`src/rtl/srv_icb_nv1_if.sv`:
```
// ----------------------------------------------------------------------------
// srv_icb_nv1_if
// ICB bundle carrying NUM parallel lanes of command/response signals.
// The arbiter uses one instance with NUM = number of upstream masters and a
// second instance with NUM = 1 for the merged downstream port.
//
//   cmd_valid/cmd_ready     per-lane command handshake
//   cmd_addr/cmd_read       command address, 1 = read / 0 = write
//   cmd_wdata/cmd_wmask     write data and byte mask
//   resp_valid/resp_ready   per-lane response handshake
//   resp_rdata/resp_err     response data and error flag
//
// Modports: master issues commands and accepts responses; slave the reverse.
// ----------------------------------------------------------------------------
interface srv_icb_nv1_if #(
  parameter int NUM    = 1,
  parameter int W_ADDR = 32,
  parameter int W_DATA = 32
);
  localparam int W_MASK = W_DATA / 8;

  logic [NUM-1:0]             cmd_valid;
  logic [NUM-1:0]             cmd_ready;
  logic [NUM-1:0][W_ADDR-1:0] cmd_addr;
  logic [NUM-1:0]             cmd_read;
  logic [NUM-1:0][W_DATA-1:0] cmd_wdata;
  logic [NUM-1:0][W_MASK-1:0] cmd_wmask;
  logic [NUM-1:0]             resp_valid;
  logic [NUM-1:0]             resp_ready;
  logic [NUM-1:0][W_DATA-1:0] resp_rdata;
  logic [NUM-1:0]             resp_err;

  modport master (
    output cmd_valid, cmd_addr, cmd_read, cmd_wdata, cmd_wmask, resp_ready,
    input  cmd_ready, resp_valid, resp_rdata, resp_err
  );

  modport slave (
    input  cmd_valid, cmd_addr, cmd_read, cmd_wdata, cmd_wmask, resp_ready,
    output cmd_ready, resp_valid, resp_rdata, resp_err
  );
endinterface

```
`src/rtl/srv_icb_nv1.sv`:
```
// ----------------------------------------------------------------------------
// srv_icb_nv1
// N-to-1 ICB arbiter. Merges G_US_NUM upstream masters onto one downstream
// ICB port. Commands are granted round-robin; a grant that is stalled by the
// downstream side is locked until accepted so the payload stays stable.
// Every accepted command pushes its one-hot master index into an in-order
// tracking FIFO whose head routes the next response back to its issuer.
//
// Ports:
//   clk       rising-edge clock
//   reset_n   asynchronous active-low reset
//   active    high while any transaction is outstanding
//   us        upstream bundle (slave side, G_US_NUM lanes)
//   ds        downstream bundle (master side, 1 lane)
// ----------------------------------------------------------------------------
module srv_icb_nv1 #(
  parameter int G_US_NUM = 2,
  parameter int G_W_ADDR = 32,
  parameter int G_W_DATA = 32,
  parameter int G_MPX    = 2
) (
  input  logic           clk,
  input  logic           reset_n,
  output logic           active,
  srv_icb_nv1_if.slave   us,
  srv_icb_nv1_if.master  ds
);

  localparam int W_MASK = G_W_DATA / 8;
  localparam int IDX_W  = $clog2(G_US_NUM);
  localparam int PTR_W  = (G_MPX > 1) ? $clog2(G_MPX) : 1;
  localparam int CNT_W  = $clog2(G_MPX + 1);

  // --------------------------------------------------------------------------
  // Helpers
  // --------------------------------------------------------------------------
  // First requester at or above ptr, wrapping modulo G_US_NUM.
  function automatic logic [G_US_NUM-1:0] rr_pick(
    input logic [G_US_NUM-1:0] req,
    input logic [IDX_W-1:0]    ptr
  );
    logic [G_US_NUM-1:0] g;
    logic                found;
    int                  idx;
    g     = '0;
    found = 1'b0;
    for (int k = 0; k < G_US_NUM; k++) begin
      idx = int'(ptr) + k;
      if (idx >= G_US_NUM) idx = idx - G_US_NUM;
      if (!found && req[idx]) begin
        g[idx] = 1'b1;
        found  = 1'b1;
      end
    end
    return g;
  endfunction

  function automatic logic [IDX_W-1:0] onehot_idx(input logic [G_US_NUM-1:0] oh);
    logic [IDX_W-1:0] r;
    r = '0;
    for (int i = 0; i < G_US_NUM; i++) begin
      if (oh[i]) r = r | IDX_W'(i);
    end
    return r;
  endfunction

  function automatic logic [PTR_W-1:0] ptr_inc(input logic [PTR_W-1:0] p);
    return (p == PTR_W'(G_MPX - 1)) ? '0 : p + PTR_W'(1);
  endfunction

  // --------------------------------------------------------------------------
  // State
  // --------------------------------------------------------------------------
  logic [IDX_W-1:0]    rr_ptr_q,   rr_ptr_d;
  logic                lock_q,     lock_d;
  logic [G_US_NUM-1:0] lock_gnt_q, lock_gnt_d;
  logic [PTR_W-1:0]    wr_ptr_q,   wr_ptr_d;
  logic [PTR_W-1:0]    rd_ptr_q,   rd_ptr_d;
  logic [CNT_W-1:0]    cnt_q,      cnt_d;
  logic [G_US_NUM-1:0] fifo_q [G_MPX];

  // --------------------------------------------------------------------------
  // Command path
  // --------------------------------------------------------------------------
  logic [G_US_NUM-1:0] arb_gnt;
  logic [G_US_NUM-1:0] gnt;
  logic [IDX_W-1:0]    win_idx;
  logic                full;
  logic                empty;
  logic                cmd_hs;
  logic                resp_hs;

  assign arb_gnt = rr_pick(us.cmd_valid, rr_ptr_q);
  assign gnt     = lock_q ? lock_gnt_q : arb_gnt;
  assign win_idx = onehot_idx(gnt);
  assign full    = (cnt_q == CNT_W'(G_MPX));
  assign empty   = (cnt_q == '0);

  // Outputs are also qualified by reset_n so the port is quiet while reset is
  // held, not just after the first edge.
  assign ds.cmd_valid[0] = reset_n & (|(gnt & us.cmd_valid)) & ~full;
  assign us.cmd_ready    = gnt & {G_US_NUM{reset_n & ds.cmd_ready[0] & ~full}};
  assign cmd_hs          = ds.cmd_valid[0] & ds.cmd_ready[0];

  // Grant is one-hot or zero, so an AND-OR mux is sufficient and yields an
  // all-zero payload when nobody is granted.
  logic [G_W_ADDR-1:0] mux_addr;
  logic                mux_read;
  logic [G_W_DATA-1:0] mux_wdata;
  logic [W_MASK-1:0]   mux_wmask;

  // NOTE: every signal written in an always_comb gets a default first, so no
  // path leaves it unassigned and no latch is inferred.
  always_comb begin
    mux_addr  = '0;
    mux_read  = 1'b0;
    mux_wdata = '0;
    mux_wmask = '0;
    for (int i = 0; i < G_US_NUM; i++) begin
      if (gnt[i]) begin
        mux_addr  = mux_addr  | us.cmd_addr[i];
        mux_read  = mux_read  | us.cmd_read[i];
        mux_wdata = mux_wdata | us.cmd_wdata[i];
        mux_wmask = mux_wmask | us.cmd_wmask[i];
      end
    end
  end

  assign ds.cmd_addr[0]  = mux_addr;
  assign ds.cmd_read[0]  = mux_read;
  assign ds.cmd_wdata[0] = mux_wdata;
  assign ds.cmd_wmask[0] = mux_wmask;

  // --------------------------------------------------------------------------
  // Response path
  // --------------------------------------------------------------------------
  logic [G_US_NUM-1:0] head;

  assign head             = empty ? '0 : fifo_q[rd_ptr_q];
  assign us.resp_valid    = head & {G_US_NUM{ds.resp_valid[0]}};
  assign ds.resp_ready[0] = |(head & us.resp_ready);
  assign us.resp_rdata    = {G_US_NUM{ds.resp_rdata[0]}};
  assign us.resp_err      = {G_US_NUM{ds.resp_err[0]}};
  assign resp_hs          = ds.resp_valid[0] & ds.resp_ready[0];

  assign active = ~empty;

  // --------------------------------------------------------------------------
  // Next state
  // --------------------------------------------------------------------------
  always_comb begin
    rr_ptr_d   = rr_ptr_q;
    lock_d     = lock_q;
    lock_gnt_d = lock_gnt_q;
    if (cmd_hs) begin
      rr_ptr_d = (win_idx == IDX_W'(G_US_NUM - 1)) ? '0 : win_idx + IDX_W'(1);
      lock_d   = 1'b0;
    end else if (ds.cmd_valid[0]) begin
      // Offered but not taken: freeze the grant. When full, ds.cmd_valid is
      // low and the lock simply keeps its current value.
      lock_d     = 1'b1;
      lock_gnt_d = gnt;
    end
  end

  always_comb begin
    wr_ptr_d = cmd_hs  ? ptr_inc(wr_ptr_q) : wr_ptr_q;
    rd_ptr_d = resp_hs ? ptr_inc(rd_ptr_q) : rd_ptr_q;
    case ({cmd_hs, resp_hs})
      2'b10:   cnt_d = cnt_q + CNT_W'(1);
      2'b01:   cnt_d = cnt_q - CNT_W'(1);
      default: cnt_d = cnt_q;
    endcase
  end

  // --------------------------------------------------------------------------
  // Registers
  // --------------------------------------------------------------------------
  // NOTE: sequential state uses non-blocking assignments so every register
  // samples the pre-edge values regardless of statement order.
  always_ff @(posedge clk or negedge reset_n) begin
    if (!reset_n) begin
      rr_ptr_q   <= '0;
      lock_q     <= 1'b0;
      lock_gnt_q <= '0;
      wr_ptr_q   <= '0;
      rd_ptr_q   <= '0;
      cnt_q      <= '0;
    end else begin
      rr_ptr_q   <= rr_ptr_d;
      lock_q     <= lock_d;
      lock_gnt_q <= lock_gnt_d;
      wr_ptr_q   <= wr_ptr_d;
      rd_ptr_q   <= rd_ptr_d;
      cnt_q      <= cnt_d;
    end
  end

  // NOTE: the tracking storage is not reset; an entry is only read once the
  // count says it was written, so resetting pointers and count is enough.
  always_ff @(posedge clk) begin
    if (cmd_hs) fifo_q[wr_ptr_q] <= gnt;
  end

  // A response with nothing outstanding has nowhere to go.
  resp_needs_entry: assert property (
    @(posedge clk) disable iff (!reset_n) ds.resp_valid[0] |-> !empty
  );

endmodule

```
`src/flat_wrapper.sv`:
```
// flat-port wrapper written by rule: the top's interface ports become plain ports
module srv_icb_nv1_flat 
#(
  parameter int G_US_NUM = 2,
  parameter int G_W_ADDR = 32,
  parameter int G_W_DATA = 32,
  parameter int G_MPX    = 2
)
  (clk, reset_n, active, us_cmd_valid, us_cmd_addr, us_cmd_read, us_cmd_wdata, us_cmd_wmask, us_resp_ready, us_cmd_ready, us_resp_valid, us_resp_rdata, us_resp_err, ds_cmd_valid, ds_cmd_addr, ds_cmd_read, ds_cmd_wdata, ds_cmd_wmask, ds_resp_ready, ds_cmd_ready, ds_resp_valid, ds_resp_rdata, ds_resp_err);
  srv_icb_nv1_if #(.NUM((2)), .W_ADDR((32)), .W_DATA((32))) us_i ();
  srv_icb_nv1_if #(.NUM(1), .W_ADDR((32)), .W_DATA((32))) ds_i ();
  input  logic clk;
  input  logic reset_n;
  output logic active;
  input wire logic [$bits(us_i.cmd_valid)-1:0] us_cmd_valid;
  input wire logic [$bits(us_i.cmd_addr)-1:0] us_cmd_addr;
  input wire logic [$bits(us_i.cmd_read)-1:0] us_cmd_read;
  input wire logic [$bits(us_i.cmd_wdata)-1:0] us_cmd_wdata;
  input wire logic [$bits(us_i.cmd_wmask)-1:0] us_cmd_wmask;
  input wire logic [$bits(us_i.resp_ready)-1:0] us_resp_ready;
  output wire logic [$bits(us_i.cmd_ready)-1:0] us_cmd_ready;
  output wire logic [$bits(us_i.resp_valid)-1:0] us_resp_valid;
  output wire logic [$bits(us_i.resp_rdata)-1:0] us_resp_rdata;
  output wire logic [$bits(us_i.resp_err)-1:0] us_resp_err;
  output wire logic [$bits(ds_i.cmd_valid)-1:0] ds_cmd_valid;
  output wire logic [$bits(ds_i.cmd_addr)-1:0] ds_cmd_addr;
  output wire logic [$bits(ds_i.cmd_read)-1:0] ds_cmd_read;
  output wire logic [$bits(ds_i.cmd_wdata)-1:0] ds_cmd_wdata;
  output wire logic [$bits(ds_i.cmd_wmask)-1:0] ds_cmd_wmask;
  output wire logic [$bits(ds_i.resp_ready)-1:0] ds_resp_ready;
  input wire logic [$bits(ds_i.cmd_ready)-1:0] ds_cmd_ready;
  input wire logic [$bits(ds_i.resp_valid)-1:0] ds_resp_valid;
  input wire logic [$bits(ds_i.resp_rdata)-1:0] ds_resp_rdata;
  input wire logic [$bits(ds_i.resp_err)-1:0] ds_resp_err;
  assign us_i.cmd_valid = us_cmd_valid;
  assign us_i.cmd_addr = us_cmd_addr;
  assign us_i.cmd_read = us_cmd_read;
  assign us_i.cmd_wdata = us_cmd_wdata;
  assign us_i.cmd_wmask = us_cmd_wmask;
  assign us_i.resp_ready = us_resp_ready;
  assign us_cmd_ready = us_i.cmd_ready;
  assign us_resp_valid = us_i.resp_valid;
  assign us_resp_rdata = us_i.resp_rdata;
  assign us_resp_err = us_i.resp_err;
  assign ds_cmd_valid = ds_i.cmd_valid;
  assign ds_cmd_addr = ds_i.cmd_addr;
  assign ds_cmd_read = ds_i.cmd_read;
  assign ds_cmd_wdata = ds_i.cmd_wdata;
  assign ds_cmd_wmask = ds_i.cmd_wmask;
  assign ds_resp_ready = ds_i.resp_ready;
  assign ds_i.cmd_ready = ds_cmd_ready;
  assign ds_i.resp_valid = ds_resp_valid;
  assign ds_i.resp_rdata = ds_resp_rdata;
  assign ds_i.resp_err = ds_resp_err;
  srv_icb_nv1 #(.G_US_NUM(G_US_NUM), .G_W_ADDR(G_W_ADDR), .G_W_DATA(G_W_DATA), .G_MPX(G_MPX)) u_core (.clk(clk), .reset_n(reset_n), .active(active), .us(us_i), .ds(ds_i));
endmodule
```
`config.mk`:
```
export PLATFORM = sky130hd
export DESIGN_NAME = srv_icb_nv1_flat
export DESIGN_NICKNAME = d
export VERILOG_FILES = /design/src/rtl/srv_icb_nv1_if.sv /design/src/rtl/srv_icb_nv1.sv /design/src/flat_wrapper.sv
export SDC_FILE = /design/constraint.sdc
export NUM_CORES = 1
export LEC_CHECK = 0
export CORE_AREA = 3 3 123 125
export CTS_CLUSTER_SIZE = 16
export DETAILED_ROUTE_END_ITERATION = 8
export DIE_AREA = 0 0 126 128
export GPL_ROUTABILITY_DRIVEN = 0
export PLACE_DENSITY = 0.63
export REMOVE_ABC_BUFFERS = 1
export SLEW_MARGIN = 5
export SYNTH_ARGS = -nofsm -noshare
export SYNTH_HDL_FRONTEND = slang
export SYNTH_SLANG_ARGS = --single-unit
```
`constraint.sdc`:
```
create_clock -name clk -period 2.05 [get_ports clk]
set_clock_uncertainty 0.1 [all_clocks]
set_input_delay 0.615 -clock clk [delete_from_list [all_inputs] [get_ports clk]]
set_output_delay 0.615 -clock clk [all_outputs]
set_load 0.01 [all_outputs]
```
Yosys cells after proc, flatten, opt, wreduce, memory -nomap -nowiden. Memories as Yosys holds them, arrays and structs flattened. Cells that the tools add are included.

Bitwise logic cells: 18. Shift-type cells: 0. Reduce and logical (&&, ||, !) cells: 10. Eq/ne operators: 3. Muxes and demuxes: 34. Add/subtract/negate cells: 8. Multiply operators: 0. Div/mod/pow operators: 0. Magnitude comparators: 6.

Operators by type and width (number): $mux W32 (6); $ge A32 B1 Y1 const B (2); $lt A32 B3 Y1 const B (2); $or A32 B32 Y32 (2); $ge A32 B3 Y1 const B (1); $sub A32 B3 Y32 const B (1); $mux W1 (19); $and A2 B2 Y2 (4); $mux W2 (4); $mux W4 (2); $and A1 B1 Y1 (6); $eq A2 B2 Y1 const B (2); $or A4 B4 Y4 (1); $pmux W2 S2 (1); $reduce_bool A2 Y1 (2); $reduce_or A2 Y1 (2); $add A1 B1 Y1 const B (3); $logic_and A1 B1 Y1 (3); $not A1 Y1 (3); $sub A1 B2 Y3 const B (1); $add A1 B1 Y2 const B (1); $add A2 B1 Y2 const B (1); $demux W1 S1 (2); $eq A2 B1 Y1 const B (1); 7 further kinds (7).

ROM bits: 0. RAM bits: 4. Register bits: 8. Memories kept: 1. Input port bits: 179. Logic and storage cells: 86. Latch bits: 0. Output and inout port bits: 142.

Memories: u_core.fifo_q (depth 2, bits a word 2, rd ports 1, clocked after Yosys merged registers in 0, wr ports 1, RTL line srv_icb_nv1.sv:80) `logic [G_US_NUM-1:0] fifo_q [G_MPX];`.

Longest topological paths before layout. Gate-level depths: netlist (run 1).

Word-level depth: 17. Gate-level depth with buffers: 9. Depth with buffers taken out: 8.

Worst setup path before layout (run 1). Ideal clock, no wire load.

Path type: input to output. Start point: input us_cmd_valid[1]. End point: output us_cmd_ready[0]. Path slack: -45 ps. Arrival time: 1380 ps. Cell stages on the path: 5. Buffers on the path: 1. Cell sequence: nand2_1 -> nand2_1 -> o21ai_2 -> buf_2 -> nor2b_1.

Word-level cells in the longest chain between the ends: 9. Elaborated cells between the ends (all ways): 14. Classes of those cells: 10 x mux; 2 x bitwise; 2 x reduce/logical.

Ends and longest elaborated chain: start: declaration (RTL line flat_wrapper.sv:15) `input wire logic [$bits(us_i.cmd_valid)-1:0] us_cmd_valid;`; $mux W1 (implied by the code) (3 in a row) (RTL line srv_icb_nv1.sv:50) `if (!found && req[idx]) begin`; $mux W1 (RTL line srv_icb_nv1.sv:50); $logic_not A1 Y1 (RTL line srv_icb_nv1.sv:50); $logic_and A1 B1 Y1 (RTL line srv_icb_nv1.sv:50); $mux W2 (*) (RTL line srv_icb_nv1.sv:50); $mux W2 (*) (RTL line srv_icb_nv1.sv:94) `assign gnt = lock_q ? lock_gnt_q : arb_gnt;`; net u_core.gnt[0] (RTL line srv_icb_nv1.sv:86) `logic [G_US_NUM-1:0] gnt;`; $and A2 B2 Y2 (*) (RTL line srv_icb_nv1.sv:102) `assign us.cmd_ready = gnt & {G_US_NUM{reset_n & ds.cmd_ready[0] & ~full}};`; end: declaration (RTL line flat_wrapper.sv:21) `output wire logic [$bits(us_i.cmd_ready)-1:0] us_cmd_ready;`.

Mark *: on every way through the listed nets, which the timed path passes. The rest lies on a longest branch. The select of a mux whose other input is x is not followed.

Worst setup path in the final report (run 1).
Start point: input us_cmd_valid[1]. End point: output ds_cmd_addr[7].

Word-level cells in the longest chain between the ends: 11. Elaborated cells between the ends (all ways): 16. Classes of those cells: 12 x mux; 2 x bitwise; 2 x reduce/logical.

Ends and longest elaborated chain: $mux W1 (implied by the code) (3 in a row) (RTL line srv_icb_nv1.sv:50); $mux W1 (RTL line srv_icb_nv1.sv:50); $logic_not A1 Y1 (RTL line srv_icb_nv1.sv:50); $logic_and A1 B1 Y1 (RTL line srv_icb_nv1.sv:50); $mux W2 (*) (RTL line srv_icb_nv1.sv:50); $mux W2 (*) (RTL line srv_icb_nv1.sv:94); $mux W32 (RTL line srv_icb_nv1.sv:120) `if (gnt[i]) begin`; $or A32 B32 Y32 (RTL line srv_icb_nv1.sv:121) `mux_addr = mux_addr | us.cmd_addr[i];`; $mux W32 (*) (RTL line srv_icb_nv1.sv:120); end: declaration (RTL line flat_wrapper.sv:26) `output wire logic [$bits(ds_i.cmd_addr)-1:0] ds_cmd_addr;`.

Every way passes the cells marked *; elsewhere a longest branch is shown, timed or not. The select of a mux whose other input is x is not followed.

==> flow_metrics.env, run 1 <==
export IMPL_gr_usage_met2_pct=24.5
export IMPL_fp_row_count=43
export IMPL_period_share_pct=116
export IMPL_synth_area_mux_share_pct=2.38
export IMPL_fp_dieArea_mm2=0.0161
export IMPL_ys_warn_count=0
export IMPL_num_antenna_cells=0
export IMPL_criticalPathCategory="input pin to output port"
export IMPL_grt_pass1_wl_um=18500
export IMPL_design_core_area_mm2=0.0140
export IMPL_overflow=0
export IMPL_worst_path_max_delay_cell="o21ai_4"
export IMPL_period_minus_slack_ns=2.38
export IMPL_synth_top_family_by_area="compound AO/OA/AOI/OAI gates"
export IMPL_cts_sinks=12
export IMPL_grt_use_met1_pct=17.1
export IMPL_final_common_cell="clkdlybuf4s50_1"
export IMPL_drive_above_1_share_pct=39.9
export IMPL_die_w_um=126
export IMPL_drc=0
export IMPL_htreeDepth=1
export IMPL_critPathLaunchType="input pin"
export IMPL_maxCapViolCount=0
export IMPL_path_cells="buf_8, nand2_4, nand2_4, o21ai_4, buf_6, buf_12, clkbuf_16, a22o_1, buf_2"
export IMPL_synthCells=211
export IMPL_startpoint="us_cmd_valid[1]"
export IMPL_yosysTopAreaCell="a22o_1"
export IMPL_synth_fa_ha_area_share_pct=0.681
export IMPL_drt_iter0_markers=46
export IMPL_synth_compound_area_share_pct=38.9
export IMPL_mostFrequentLayoutCells="clkdlybuf4s50_1 (138), a22o_1 (68), buf_2 (68)"
export IMPL_synthesis_area_mm2=0.00184
export IMPL_reg2reg_to="u_core.cnt_q[1]$_DFFE_PN0P_"
export IMPL_slew_headroom_pct=79.7
export IMPL_synth_enable_flop_cells=4
export IMPL_fmax_mhz=419
export IMPL_setup_violations=72
export IMPL_wl_per_cell_um=23.8
export IMPL_cts_clk_slew_worst_paths_ns=0.05
export IMPL_synth_area_leaders="a22o_1 (33%), buf_4 (27%), dfrtp_1 (11%)"
export IMPL_grt_usage_pct=15.6
export IMPL_hpwl_um=9650
export IMPL_synth_top_cell_area_share_pct=32.9
export IMPL_vias_per_cell=4.31
export IMPL_area_growth_pct=136
export IMPL_avgSynthCellArea_um2=8.71
export IMPL_power_density_mw_per_mm2=1360
export IMPL_synth_ff_latch_count=12
export IMPL_critPathMaxFanout=6
export IMPL_clk_latency_ns=0.24
export IMPL_use_met3_pct=10.8
export IMPL_ant_nets=0
export IMPL_finalSetupTns_ns=-20.25
export IMPL_yosysUniqueCellTypes=32
export IMPL_drv_slew=0
export IMPL_cts_hold_buf=0
export IMPL_first_global_vias=2767
export IMPL_synthArstFlopShare_pct=66.7
export IMPL_hold_path_class="input pin to async pin"
export IMPL_ir_worst_vdd_mv=0.487
export IMPL_port_buffers=221
export IMPL_cts_buffers=3
export IMPL_ys_flop_type="dfrtp_1"
export IMPL_worst_pin_slew_ns=0.303
export IMPL_io_pins=321
export IMPL_status="complete, but fails checks"
export IMPL_start_util_pct=13.1
export IMPL_cts_max_path_buffers=2
export IMPL_synthSimpleGateAreaFrac_pct=6.47
export IMPL_root_buffer="clkbuf_16"
export IMPL_place_area_mm2=0.00388
export IMPL_reg2reg_depth=11
export IMPL_routed_wl_um=13900
export IMPL_cts_tree="done"
export IMPL_endpoint_kind="output port"
export IMPL_drtPass1Iterations=4
export IMPL_antenna_found_initial=0
export IMPL_fin_nets=587
export IMPL_violations="setup timing"
export IMPL_cp_required_ns=1.33
export IMPL_setup_slack_ns=-0.334
export IMPL_grt_max_degree=14
export IMPL_worst_ep_arrival_time_ns=1.67
export IMPL_synth_xor_xnor_area_share_pct=1.91
export IMPL_fin_area_mm2=0.00434
export IMPL_r2r_slack_ns=0.11
export IMPL_power_leakage_nw=1.94
export IMPL_die_y_um=128
export IMPL_critical_path_reg2reg_startpoint="u_core.rd_ptr_q$_DFFE_PN0P_"
export IMPL_vias=2523
export IMPL_busiest_layer="met2"
export IMPL_crit_path_frequent_cell="nand2_4"
export IMPL_yosysSeqAreaShare_pct=17.4
export IMPL_slowest_delay_ns=0.16
export IMPL_finalHoldViolCount=0
export IMPL_rsz0062_at_grt="yes"
worst max-delay path: cells and delay by family:
family / cells / cell delay, ns
buffers and inverters: 5 / 0.66
AOI/OAI and AO/OA: 2 / 0.28
and+or+nand+nor: 2 / 0.12
synth_stat cells (2+ instances only):
master     n
a22o_1    69
buf_4     66
buf_2     14
dfrtp_1    8
nand2_1    7
nor2_1     7
edfxtp_1   4
inv_1      4
nor2b_1    3
xnor2_1    3
a21oi_1    2
mux2_1     2
o21ai_0    2
o31ai_1    2
report_power, final:
part	internal, W	switching [W]
Combinational	0.00286	0.00221
Sequential	0.000357	0.000120
Clock	0.000258	0.000113
repair_timing:
item,4_1_cts,5_1_grt
pin swaps,23,53
setup buffers,27,4
resized for setup,372,24
endpoints found under the setup margin,78,75
gates cloned,12,3
metrics by stage:
stage,power [W],instances,setup WS (ns),hold slack (ns),utilization [%]
floorplan,0.00213,130,-1.17,0.219,-
global placement,0.00445,548,-1.19,0.373,27.8
detailed placement,0.00448,548,-1.20,0.393,27.8
CTS,0.00597,587,-0.423,0.367,30.6
global route,0.00630,586,-0.383,0.224,31.0
finish,0.00592,586,-0.334,0.223,31.0
routing by layer:
| layer | vias up | share of wire, % |
|---|---|---|
| li1 | 1115 | - |
| met2 | 218 | 47 |
| met4 | 4 | 1.2 |
| met1 | 1171 | 36 |
| met5 | - | 1.0 |
| met3 | 15 | 15 |
final cells by class:
type / instances / area (µm²)
Fill cell: 1492 / 9650
Timing Repair Buffer: 272 / 2630
Multi-Input combinational cell: 114 / 1070
Sequential cell: 12 / 324
Tap cell: 180 / 225
Clock buffer: 3 / 75.1
Inverter: 4 / 15.0
Clock inverter: 1 / 3.75
flip-flops by register name, summed over array words and instances (netlist names):
name	count
u_core.fifo_q	4
u_core.cnt_q	2
u_core.lock_gnt_q	2
u_core.lock_q	1
u_core.rd_ptr_q	1
u_core.rr_ptr_q	1
u_core.wr_ptr_q	1
worst max-delay path by stage:
stage	end	slack, ns
3_5_place_dp	ds_cmd_addr[12]	-1.20
2_1_floorplan	ds_cmd_addr[0]	-1.17
6_report	ds_cmd_addr[7]	-0.33
4_1_cts	ds_cmd_wdata[12]	-0.42
5_1_grt	ds_cmd_addr[21]	-0.38
3_3_place_gp	ds_cmd_addr[12]	-1.19
cells by family (layout without fill, tap and decap cells):
| group | after synthesis | in the layout |
|---|---|---|
| AOI/OAI and AO/OA | 82 | 82 |
| xor gates and xnor gates | 4 | 4 |
| adders and majority gates | 1 | 1 |
| buffers and inverters | 85 | 280 |
| DFF | 12 | 12 |
| muxes | 4 | 4 |
| and+or+nand+nor | 23 | 23 |
Power figures use the tool's default switching activity.
==> run 2, diff against run 1 <==
ABC_AREA = 0   (was unset)
clock period = 2.7 ns   (was 2.05 ns; I/O delays follow)
==> run 2 against run 1 <==
Effect of this change: the flow still finishes with violations (setup timing); first-iteration DRC count grew 65%; utilization is 0.55 points higher; design area increased by 1.8%; highest routed layer unchanged.
==> flow_metrics.env, run 2 (same netlist as run 1, synthesis figures left out) <==
export IMPL_root_buffer="clkbuf_16"
export IMPL_drtPass1Iterations=4
export IMPL_design_core_area_mm2=0.0140
export IMPL_use_met3_pct=11.3
export IMPL_port_buffers=221
export IMPL_wl_per_cell_um=24.1
export IMPL_worst_ep_arrival_time_ns=1.91
export IMPL_routed_wl_um=14100
export IMPL_drive_above_1_share_pct=35.1
export IMPL_fp_row_count=43
export IMPL_fmax_mhz=355
export IMPL_cts_clk_slew_worst_paths_ns=0.04
export IMPL_htreeDepth=1
export IMPL_cts_tree="done"
export IMPL_power_density_mw_per_mm2=1070
export IMPL_place_ws_ns=-0.935
export IMPL_power_w=0.00474
export IMPL_setup_violations=71
export IMPL_violations="setup timing"
export IMPL_fin_area_mm2=0.00442
export IMPL_hold_path_class="flip-flop to flip-flop"
export IMPL_start_util_pct=13.1
export IMPL_antenna_found_initial=0
export IMPL_finalHoldViolCount=0
export IMPL_reg2reg_to="u_core.cnt_q[1]$_DFFE_PN0P_"
export IMPL_grt_pass1_wl_um=19100
export IMPL_fp_dieArea_mm2=0.0161
export IMPL_gr_usage_met2_pct=26.4
export IMPL_path_cells="buf_8, inv_4, o21ai_4, o21ai_4, buf_6, buf_12, buf_16, a22o_1, buf_2"
export IMPL_first_global_vias=2796
export IMPL_finalSetupTns_ns=-4.45
export IMPL_fin_nets=586
export IMPL_rsz0062_at_grt="yes"
export IMPL_drc=0
export IMPL_period_minus_slack_ns=2.82
export IMPL_setup_slack_ns=-0.117
export IMPL_clk_latency_ns=0.24
export IMPL_r2r_slack_ns=0.60
export IMPL_largest_reg_flops=4
export IMPL_worst_pin_slew_ns=0.537
export IMPL_cts_sinks=12
export IMPL_worst_path_max_delay_cell="a22o_1"
export IMPL_vias=2548
export IMPL_power_leakage_nw=1.97
export IMPL_crit_path_frequent_cell="o21ai_4"
export IMPL_cp_required_ns=1.79
export IMPL_vias_per_cell=4.36
export IMPL_die_y_um=128
export IMPL_ir_worst_vdd_mv=0.383
export IMPL_slowest_delay_ns=0.18
export IMPL_hpwl_um=9710
export IMPL_ant_nets=0
export IMPL_grt_max_degree=13
export IMPL_reg2reg_depth=9
export IMPL_critPathMaxFanout=7
export IMPL_period_share_pct=104
export IMPL_mostFrequentLayoutCells="clkdlybuf4s50_1 (142), a22o_1 (68), buf_2 (60)"
export IMPL_overflow=0
export IMPL_grt_use_met1_pct=17.4
export IMPL_place_area_mm2=0.00387
export IMPL_io_pins=321
export IMPL_top_register="u_core.fifo_q"
export IMPL_busiest_layer="met2"
export IMPL_die_w_um=126
export IMPL_critical_path_reg2reg_startpoint="u_core.cnt_q[1]$_DFFE_PN0P_"
export IMPL_drv_slew=0
export IMPL_critPathLaunchType="input pin"
export IMPL_num_antenna_cells=0
export IMPL_drt_iter0_markers=76
export IMPL_area_growth_pct=140
export IMPL_cts_max_path_buffers=2
export IMPL_maxCapViolCount=0
export IMPL_criticalPathCategory="input pin to output port"
export IMPL_status="complete, but fails checks"
export IMPL_reg_largest_list="u_core.fifo_q x4, u_core.cnt_q x2, u_core.lock_gnt_q x2"
export IMPL_crit_path_end="ds_cmd_addr[28]"
export IMPL_cts_buffers=3
export IMPL_slew_headroom_pct=64.1
export IMPL_endpoint_kind="output port"
export IMPL_final_core_util_pct=31.6
export IMPL_grt_usage_pct=16.1
export IMPL_startpoint="us_cmd_valid[0]"
export IMPL_final_common_cell="clkdlybuf4s50_1"
## run 2: changes by cell type in the layout (fill, tap and decap cells not counted), sizes merged
| cell | delta |
|---|---|
| clkbuf | -4 |
| clkdlybuf4s50 | +4 |
| buf | -2 |
| dlygate4sd2 | +1 |
## run 2: critical path: cells and delay by family
kind / cells / cell delay (ns)
compound gates: 3 / 0.41
buf+inv: 6 / 0.67
## run 2: worst min path at each step
stage	slack, ns	cells after the start	startpoint	end
after floorplan	0.36	1	u_core.wr_ptr_q$_DFFE_PN0N_	u_core.wr_ptr_q$_DFFE_PN0N_
after global placement	0.37	1	u_core.wr_ptr_q$_DFFE_PN0N_	u_core.wr_ptr_q$_DFFE_PN0N_
after CTS	0.38	1	u_core.wr_ptr_q$_DFFE_PN0N_	u_core.wr_ptr_q$_DFFE_PN0N_
after global routing	0.41	1	u_core.wr_ptr_q$_DFFE_PN0N_	u_core.wr_ptr_q$_DFFE_PN0N_
after detailed placement	0.38	1	u_core.wr_ptr_q$_DFFE_PN0N_	u_core.wr_ptr_q$_DFFE_PN0N_
final	0.38	1	u_core.wr_ptr_q$_DFFE_PN0N_	u_core.wr_ptr_q$_DFFE_PN0N_
## run 2: report_power, final
group / internal, W / total [W] / switching [W]
clock: 0.000195 / 0.000270 / 0.0000756
sequential: 0.000266 / 0.000348 / 0.0000822
combinational: 0.00237 / 0.00412 / 0.00174
## run 2: per-stage QoR
step / cells / hold WS (ns)
finish: 585 / 0.385
global route: 585 / 0.414
CTS: 584 / 0.382
detailed placement: 546 / 0.375
global placement: 546 / 0.373
floorplan: 130 / 0.356
## run 2: layer usage
layer | routed length (µm) | vias up
li1 | - | 1117
met1 | 5090 | 1200
met2 | 6710 | 218
met3 | 2110 | 11
met4 | 101 | 2
met5 | 57 | -
## run 2: layout make-up
type / count / area (µm²)
inverter: 4 / 17.5
fill: 1464 / 9570
clock buffer: 3 / 75.1
timing repair buffer: 271 / 2780
multi-input combinational: 114 / 995
sequential: 12 / 320
tap: 180 / 225
clock inverter: 1 / 3.75
## run 2: what timing repair did
action	CTS	global route
setup buffers	17	6
gates cloned	17	1
setup endpoints to repair	75	72
hold buffers	0	0
hold endpoints to repair	0	0
pin swaps	25	42
gates resized for setup	348	24
==> run 3, diff against run 2 <==
HOLD_SLACK_MARGIN = 0.02   (was unset)
==> results of run 3 <==
Final layout, timing and power as in run 2 (identical DEF).
